**config.mk**
```make
export PLATFORM = sky130hd
export DESIGN_NAME = cop_issue_bridge
export DESIGN_NICKNAME = d
export VERILOG_FILES = /design/src/rtl/cop_issue_bridge.sv
export SDC_FILE = /design/constraint.sdc
export NUM_CORES = 1
export LEC_CHECK = 0
export CAP_MARGIN = 20
export CORE_AREA = 3 3 184 186
export CTS_CLUSTER_DIAMETER = 80
export DETAILED_ROUTE_END_ITERATION = 10
export DIE_AREA = 0 0 187 189
export PLACE_DENSITY = 0.73
export SYNTH_ARGS = -nofsm -noshare
export SYNTH_HDL_FRONTEND = slang
export SYNTH_SLANG_ARGS = --single-unit
```
**constraint.sdc**
```tcl
create_clock -name cop_clk -period 5.1 [get_ports cop_clk]
set_clock_uncertainty 0.15 [all_clocks]
set_input_delay 1.02 -clock cop_clk [delete_from_list [all_inputs] [get_ports cop_clk]]
set_output_delay 1.02 -clock cop_clk [all_outputs]
set_load 0.05 [all_outputs]
```
**src/rtl/cop_issue_bridge.sv**
```systemverilog
// Core-side issue bridge for the cop_ise co-processor: registers one request, drives it to the
// co-processor, and returns results in order through a small FIFO. Optional counters: COP_BRIDGE_PERF_EN.
module cop_issue_bridge #(
    parameter int TAG_W     = 5,
    parameter int RSP_DEPTH = 2,
    parameter int WAIT_MAX  = 16
) (
    input  logic             cop_clk,
    input  logic             cop_rst,
    input  logic             req_valid,
    output logic             req_ready,
    input  logic [31:0]      req_insn,
    input  logic [63:0]      req_rs1,
    input  logic [63:0]      req_rs2,
    input  logic [TAG_W-1:0] req_tag,
    output logic             rsp_valid,
    input  logic             rsp_ready,
    output logic [63:0]      rsp_data,
    output logic [TAG_W-1:0] rsp_tag,
    output logic             rsp_err,
    output logic             cop_valid,
    output logic             cop_rdywr,
    input  logic             cop_ready,
    input  logic             cop_wait,
    input  logic             cop_wr,
    output logic [31:0]      cop_insn,
    output logic [63:0]      cop_rs1,
    output logic [63:0]      cop_rs2,
    input  logic [63:0]      cop_rd
`ifdef COP_BRIDGE_PERF_EN
    ,
    output logic [31:0]      perf_issue,
    output logic [31:0]      perf_stall,
    output logic [31:0]      perf_err
`endif
);

    localparam int PTR_W  = $clog2(RSP_DEPTH);
    localparam int CNT_W  = PTR_W + 1;
    localparam int WCNT_W = $clog2(WAIT_MAX + 1);
    localparam logic [WCNT_W-1:0] WAIT_LAST = WCNT_W'(WAIT_MAX - 1);
    localparam logic [CNT_W-1:0]  FIFO_FULL = CNT_W'(RSP_DEPTH);

    typedef enum logic [1:0] {
        IDLE  = 2'd0,
        ISSUE = 2'd1,
        WAIT  = 2'd2
    } state_t;

    state_t              state_reg, state_next;
    logic [WCNT_W-1:0]   wait_cnt_reg, wait_cnt_next;
    logic [31:0]         insn_reg;
    logic [63:0]         rs1_reg;
    logic [63:0]         rs2_reg;
    logic [TAG_W-1:0]    tag_reg;

    logic [63:0]         data_mem [RSP_DEPTH];
    logic [TAG_W-1:0]    tag_mem  [RSP_DEPTH];
    logic                err_mem  [RSP_DEPTH];
    logic [PTR_W-1:0]    wr_ptr_reg;
    logic [PTR_W-1:0]    rd_ptr_reg;
    logic [CNT_W-1:0]    count_reg;

    logic                accept;
    logic                pop;
    logic                push;
    logic                push_err;
    logic [63:0]         push_data;

    // cop_ready only mirrors the stall already visible as cop_wr && !cop_rdywr.
    logic                unused_cop_ready;
    assign unused_cop_ready = cop_ready;

    assign req_ready = cop_rst && (state_reg == IDLE);
    assign cop_valid = cop_rst && (state_reg != IDLE);
    assign cop_rdywr = (count_reg != FIFO_FULL);
    assign rsp_valid = (count_reg != '0);
    assign accept    = req_valid && req_ready;
    assign pop       = rsp_valid && rsp_ready;

    assign cop_insn  = insn_reg;
    assign cop_rs1   = rs1_reg;
    assign cop_rs2   = rs2_reg;

    // Empty FIFO presents zeros so stale entries never leak onto the response bus.
    assign rsp_data  = rsp_valid ? data_mem[rd_ptr_reg] : '0;
    assign rsp_tag   = rsp_valid ? tag_mem[rd_ptr_reg]  : '0;
    assign rsp_err   = rsp_valid ? err_mem[rd_ptr_reg]  : 1'b0;

    always_comb begin
        state_next    = state_reg;
        wait_cnt_next = wait_cnt_reg;
        push          = 1'b0;
        push_err      = 1'b0;
        push_data     = '0;
        case (state_reg)
            IDLE: begin
                if (accept) begin
                    state_next = ISSUE;
                end
            end
            ISSUE: begin
                if (cop_wr) begin
                    if (cop_rdywr) begin
                        push       = 1'b1;
                        push_data  = cop_rd;
                        state_next = IDLE;
                    end
                end else if (cop_wait) begin
                    state_next    = WAIT;
                    wait_cnt_next = '0;
                end else if (cop_rdywr) begin
                    push       = 1'b1;
                    push_err   = 1'b1;
                    state_next = IDLE;
                end
            end
            WAIT: begin
                if (cop_wr && cop_rdywr) begin
                    push       = 1'b1;
                    push_data  = cop_rd;
                    state_next = IDLE;
                end else if (wait_cnt_reg == WAIT_LAST) begin
                    // Timed out: the counter parks here until the FIFO has room for the error.
                    if (cop_rdywr) begin
                        push       = 1'b1;
                        push_err   = 1'b1;
                        state_next = IDLE;
                    end
                end else begin
                    wait_cnt_next = wait_cnt_reg + WCNT_W'(1);
                end
            end
            default: begin
                state_next = IDLE;
            end
        endcase
    end

    always_ff @(posedge cop_clk) begin
        if (!cop_rst) begin
            state_reg    <= IDLE;
            wait_cnt_reg <= '0;
            insn_reg     <= '0;
            rs1_reg      <= '0;
            rs2_reg      <= '0;
            tag_reg      <= '0;
            wr_ptr_reg   <= '0;
            rd_ptr_reg   <= '0;
            count_reg    <= '0;
        end else begin
            state_reg    <= state_next;
            wait_cnt_reg <= wait_cnt_next;
            if (accept) begin
                insn_reg <= req_insn;
                rs1_reg  <= req_rs1;
                rs2_reg  <= req_rs2;
                tag_reg  <= req_tag;
            end
            if (push) begin
                wr_ptr_reg <= wr_ptr_reg + PTR_W'(1);
            end
            if (pop) begin
                rd_ptr_reg <= rd_ptr_reg + PTR_W'(1);
            end
            case ({push, pop})
                2'b10:   count_reg <= count_reg + CNT_W'(1);
                2'b01:   count_reg <= count_reg - CNT_W'(1);
                default: count_reg <= count_reg;
            endcase
        end
    end

    // Storage is left unreset; the pointers and count decide what is valid.
    always_ff @(posedge cop_clk) begin
        if (push) begin
            data_mem[wr_ptr_reg] <= push_data;
            tag_mem[wr_ptr_reg]  <= tag_reg;
            err_mem[wr_ptr_reg]  <= push_err;
        end
    end

`ifdef COP_BRIDGE_PERF_EN
    always_ff @(posedge cop_clk) begin
        if (!cop_rst) begin
            perf_issue <= '0;
            perf_stall <= '0;
            perf_err   <= '0;
        end else begin
            if (push) begin
                perf_issue <= perf_issue + 32'd1;
            end
            if (cop_valid && !(cop_wr && cop_rdywr)) begin
                perf_stall <= perf_stall + 32'd1;
            end
            if (push && push_err) begin
                perf_err <= perf_err + 32'd1;
            end
        end
    end
`endif

endmodule

```
==> results of run 1 <==
## metal layers
metal,share of wire [%],wire length [um]
met5,0.030,11
met4,3.4,1250
met3,9.3,3370
met2,50,18000
met1,38,13700
## final timing paths
path,cells after the start,end,start
max,4,rsp_data[20],flop
min,2,cop_insn[26],cop_insn[26]
max reg2reg,6,data_mem[0][23],state_reg[0]
min reg2reg,2,cop_insn[26],cop_insn[26]
## tightest hold or removal path: cells and delay by family, from the launching register on
| kind | cells | cell delay, ns |
|---|---|---|
| flip-flops | 1 | 0.31 |
| AO/OA/AOI/OAI | 1 | 0.05 |
| AND/OR/NAND/NOR | 1 | 0.05 |
## layout make-up
type                       instances  area (sq um)  share of cell area, %
sequential                       317          7750                   42.3
tap                              442           553                   3.02
clock inverter                    12          88.8                  0.485
antenna                           10          25.0                  0.137
timing repair buffer             483          4870                   26.6
clock buffer                      50          1020                   5.59
inverter                           7          26.3                  0.143
multi-input combinational        770          3980                   21.7
## kinds of logic after synthesis
| family | after synthesis | share of synthesized area, % |
|---|---|---|
| adders and majority gates | 7 | 0.723 |
| and+or+nand+nor | 503 | 17.5 |
| buffers and inverters | 88 | 3.42 |
| xor gates and xnor gates | 4 | 0.289 |
| DFF | 317 | 63.9 |
| AOI/OAI and AO/OA | 181 | 7.92 |
| muxes | 75 | 6.20 |
## metrics by stage
stage	total power, mW	hold slack (ns)	std cells
after floorplan	4.27	0.275	1175
after global placement	5.03	0.281	2017
after detailed placement	5.05	0.289	2017
after CTS	7.52	0.298	2079
after global routing	7.75	0.314	2090
final	7.43	0.296	2091
## power by group
| part | switching (mW) | leakage, nW | internal (mW) |
|---|---|---|---|
| Clock | 0.990 | 0.547 | 1.45 |
| Combinational | 1.32 | 3.06 | 0.714 |
| Sequential | 0.115 | 2.91 | 2.85 |
## cells in the final DEF, fill, tap and decap left out, drive strengths merged, types with 3 or more instances in the layout
cell | netlist | final
buf | 38 | 16
dfxtp | 177 | 177
edfxtp | 140 | 140
a21oi | 5 | 5
mux2i | 75 | 75
clkbuf | 43 | 50
nand2 | 336 | 336
clkinv | 0 | 8
clkdlybuf4s50 | 0 | 467
ha | 7 | 7
and3 | 3 | 3
or4 | 3 | 3
and2 | 68 | 68
inv | 7 | 8
nand2b | 5 | 5
o21ai | 167 | 167
nand3b | 3 | 3
nor2 | 79 | 79
diode | 0 | 10
==> results.cfg, run 1 <==
[finish]
area_delta_synth_final_pct = 51.3
regMostFlops = data_mem
fin_area_sq_um = 18300
largest_reg_flops = 128
final_nets = 1857
final_core_util_pct = 56.5
fill_cells = 2736
final_layout_size_suffix_gt1_share_pct = 5.00

[floorplan]
die_h_um = 189
io_pins = 470
core-area_sq_um = 32500
initial_utilization_pct = 37.3
die_area_sq_um = 35300
die_x_um = 187
rows = 66

[global_route]
grt_use_met3_pct = 7.85
grt_first_pass_wirelength_um = 54400
grt_usage_pct = 19.5
grt_pass1_vias = 9592
busiest_layer = met2
grt.met1_usage_pct = 21.3
overflow = 0
grt_use_met2_pct = 34.2
grt_max_degree = 109
antenna_found_initial = 10

[critical_path]
cp-end-kind = output pin
cp_max_fo = 29
cp_slowest_stage_delay_ns = 0.84
arrival_ns = 2.84
cp-start-kind = flop
required_ns = 3.93
critPathKind = flop to output pin
cp_top_family = buffers and inverters
crit_chain = buf_4 -> mux2i_1 -> nor2_1 -> clkdlybuf4s50_1
cpMaxStageDelayCell = clkdlybuf4s50_1
r2r_setup_slack_ns = 2.33
cp_num_buf_inv = 2

[synthesis]
synth_area_leaders = edfxtp_1 (35%), dfxtp_1 (29%), nand2_1 (10%)
syn-num-nets = 1418
synthTopCellsByCount = nand2_1 (335), dfxtp_1 (177), edfxtp_1 (140)
seq_area_frac_synth_pct = 63.9
yosysTopAreaCellShare_pct = 34.7
yosysWarningCount = 0
postSynthCellCount = 1175
synthMostInstantiatedCell = nand2_1
syn_avg_cell_area_sq_um = 10.3
synthArstFlopShare_pct = 0
ys_types = 37
syn-cell-area_sq_um = 12100
synth_ff_type = dfxtp_1
synth_seq_cells = 317
synth-edff-count = 140
yosysTopAreaCell = edfxtp_1

[route]
drt_iter0_drc = 405
viasPerCell = 4.65
wl_per_cell_um = 17.3
drt_wl_total_um = 36300
vias = 9722
ant_nets = 0
remaining_drc_errors = 0
dr.pass1.iters = 5

[placed_design]
io_buffer_count = 468
gp_congestion = 0.814
place_ws_ns = 1.53
post_dp_cell_area_sq_um = 17100
post-dp-hpwl_um = 25700

[timing]
hold_viol = 0
finalSetupViolCount = 0
worstMarginPinSlew_ns = 0.825
period_minus_slack_ns = 4.01
rsz0062_at_grt = no
fin_setup_tns_ns = 0
setup_ws_ns = 1.09
fmax_ghz = 0.249
relSlewSlack_pct = 44.9
slew_viol_final = 0
timing.final.crit_share_pct = 78.6

[clocking]
cts_max_path_buffers = 3
cts_setup_buffers = 0
insertion_delay_ns = 0.50
clock_sinks = 317
cts_made_buffers = 35
cts_tree = done
cts_resized = 0
ctsHoldBuffers = 0
clk_pin_slew_ns = 0.06
clock-root-buffer = clkbuf_16
htreeDepth = 2

[power]
cellPowerDensity_nw_per_um2 = 406
p_leak_nw = 6.52
ir_drop_mv = 0.293

[status]
status = completed

[worst_hold_path]
hold_path_class = flop to flop

[job]
drv_cap = 0
Note: power is estimated with default switching activity, not from simulation.
==> run 2: changes to the inputs <==
--- a/config.mk
+++ b/config.mk
@@ -6,10 +6,10 @@
 export NUM_CORES = 1
 export LEC_CHECK = 0
 export CAP_MARGIN = 20
-export CORE_AREA = 3 3 184 186
+export CORE_AREA = 3 3 179 181
 export CTS_CLUSTER_DIAMETER = 80
 export DETAILED_ROUTE_END_ITERATION = 10
-export DIE_AREA = 0 0 187 189
+export DIE_AREA = 0 0 182 184
 export PLACE_DENSITY = 0.73
 export SYNTH_ARGS = -nofsm -noshare
 export SYNTH_HDL_FRONTEND = slang
==> constraint.sdc (replaced) <==
create_clock -name cop_clk -period 3.75 [get_ports cop_clk]
set_clock_uncertainty 0.15 [all_clocks]
set_input_delay 0.75 -clock cop_clk [delete_from_list [all_inputs] [get_ports cop_clk]]
set_output_delay 0.75 -clock cop_clk [all_outputs]
set_load 0.05 [all_outputs]
==> run 2 against run 1 <==
Die area is 5.2% lower. Flip-flop and latch count did not move. Register-to-register slack got worse by 1.2 ns. Cell area about the same. Critical path type unchanged. Worst hold slack worse by 0.00099 ns.
==> results.cfg, run 2 (same netlist as run 1, synthesis figures left out) <==
[clocking]
clock_sinks = 317
insertion_delay_ns = 0.50
cts_resized = 0
htreeDepth = 2
clk_pin_slew_ns = 0.06
ctsHoldBuffers = 0
cts_max_path_buffers = 3
cts_tree = done
cts_setup_buffers = 0
cts_made_buffers = 35
clock-root-buffer = clkbuf_16

[finish]
final_common_cell = clkdlybuf4s50_1
area_delta_synth_final_pct = 51.2
largest_reg_flops = 128
most-common-layout-cells = clkdlybuf4s50_1 (467), nand2_1 (335), dfxtp_1 (176)
final_layout_size_suffix_gt1_share_pct = 4.65
regMostFlops = data_mem
fin_area_sq_um = 18300
final_nets = 1857

[route]
drt_iter0_drc = 485
vias = 9668
wl_per_cell_um = 17.7
viasPerCell = 4.73
remaining_drc_errors = 0
drt_wl_total_um = 36200
dr.pass1.iters = 5
ant_nets = 0

[global_route]
grt_first_pass_wirelength_um = 54400
grt_usage_pct = 20.7
overflow = 0
grt_max_degree = 99
grt_pass1_vias = 9682
antenna_found_initial = 14

[critical_path]
critPathKind = flop to output pin
cp_max_fo = 33
arrival_ns = 2.58
cp-start-kind = flop
required_ns = 2.85
cp-end-kind = output pin

[status]
status = completed

[timing]
holdWs_ns = 0.295
fmax_ghz = 0.287
period_minus_slack_ns = 3.48
relSlewSlack_pct = 31.4
hold_viol = 0
worstMarginPinSlew_ns = 1.03
slew_viol_final = 0
rsz0062_at_grt = no
fin_setup_tns_ns = 0
finalSetupViolCount = 0
timing.final.crit_share_pct = 92.8

[placed_design]
post-dp-hpwl_um = 25700
post_dp_cell_area_sq_um = 17100
io_buffer_count = 468
gp_congestion = 0.833

[floorplan]
initial_utilization_pct = 39.6
rows = 64
die_x_um = 182
die_h_um = 184
die_area_sq_um = 33500
io_pins = 470
core-area_sq_um = 30600

[power]
ir_drop_mv = 0.369
cellPowerDensity_nw_per_um2 = 558
p_leak_nw = 6.53

[job]
drv_cap = 0

[worst_hold_path]
hold_path_class = flop to flop
[run 2: cell types whose count changed in the layout (fill, tap and decap cells not counted), sizes merged]
| cell | previous run | this run |
|---|---|---|
| diode | 10 | 14 |
| clkinvlp | 2 | 0 |
| inv | 8 | 7 |
| bufinv | 1 | 4 |
| clkbuf | 50 | 49 |
| clkinv | 8 | 5 |
[run 2: area by class of cell]
cell class / instances / area, sq um
Tap cell: 396 / 495
Antenna cell: 14 / 35.0
Inverter: 7 / 26.3
Timing Repair Buffer: 483 / 4890
Clock buffer: 49 / 991
Sequential cell: 317 / 7750
Fill cell: 2524 / 12300
Multi-Input combinational cell: 770 / 3980
Clock inverter: 9 / 146
[run 2: per-layer routing]
metal  GRT usage, %  wire length (um)
met1           22.3             13000
met5              0                 0
met2           34.7             17800
met3           10.6              4300
met4           8.56              1090
[run 2: through the flow]
stage                     instances  util (%)  total power [mW]  setup slack [ns]
final                          2045      59.9              10.2             0.271
after global routing           2045      59.9              10.6             0.154
after CTS                      2031      59.8              10.3             0.238
after detailed placement       1973      56.0              6.88             0.773
after global placement         1973      56.0              6.86             0.800
after floorplan                1175         -              5.81            -0.976
[run 2: where the power goes]
group	leakage (nW)	switching [mW]	internal, mW
clock	0.554	1.31	2.11
sequential	2.91	0.150	3.87
combinational	3.07	1.80	0.987
total	6.53	3.25	6.97
[run 2: critical path, stage by stage, from the launching register on]
cell and delay, ns:
dfxtp_4 0.61, buf_12 0.31, mux2i_1 0.12, nor2_1 0.15
clkdlybuf4s50_1 0.84
[run 2: path summary, 6_finish.rpt]
| check | startpoint | endpoint | slack, ns | cells past startpoint |
|---|---|---|---|---|
| worst max register to register | wait_cnt_reg[0] | count_reg[1] | 1.16 | 8 |
| worst min register to register | cop_rs2[6] | cop_rs2[6] | 0.29 | 2 |
| worst max-delay path | flop | rsp_data[19] | 0.27 | 4 |
| worst min-delay path | cop_rs2[6] | cop_rs2[6] | 0.29 | 2 |
==> run 3: changes to the inputs <==
--- a/config.mk
+++ b/config.mk
@@ -5,6 +5,7 @@
 export SDC_FILE = /design/constraint.sdc
 export NUM_CORES = 1
 export LEC_CHECK = 0
+export ABC_CLOCK_PERIOD_IN_PS = 3750
 export CAP_MARGIN = 20
 export CORE_AREA = 3 3 179 181
 export CTS_CLUSTER_DIAMETER = 80
==> results of run 3 <==
No change in the layout: final DEF, timing and power equal those of run 2.
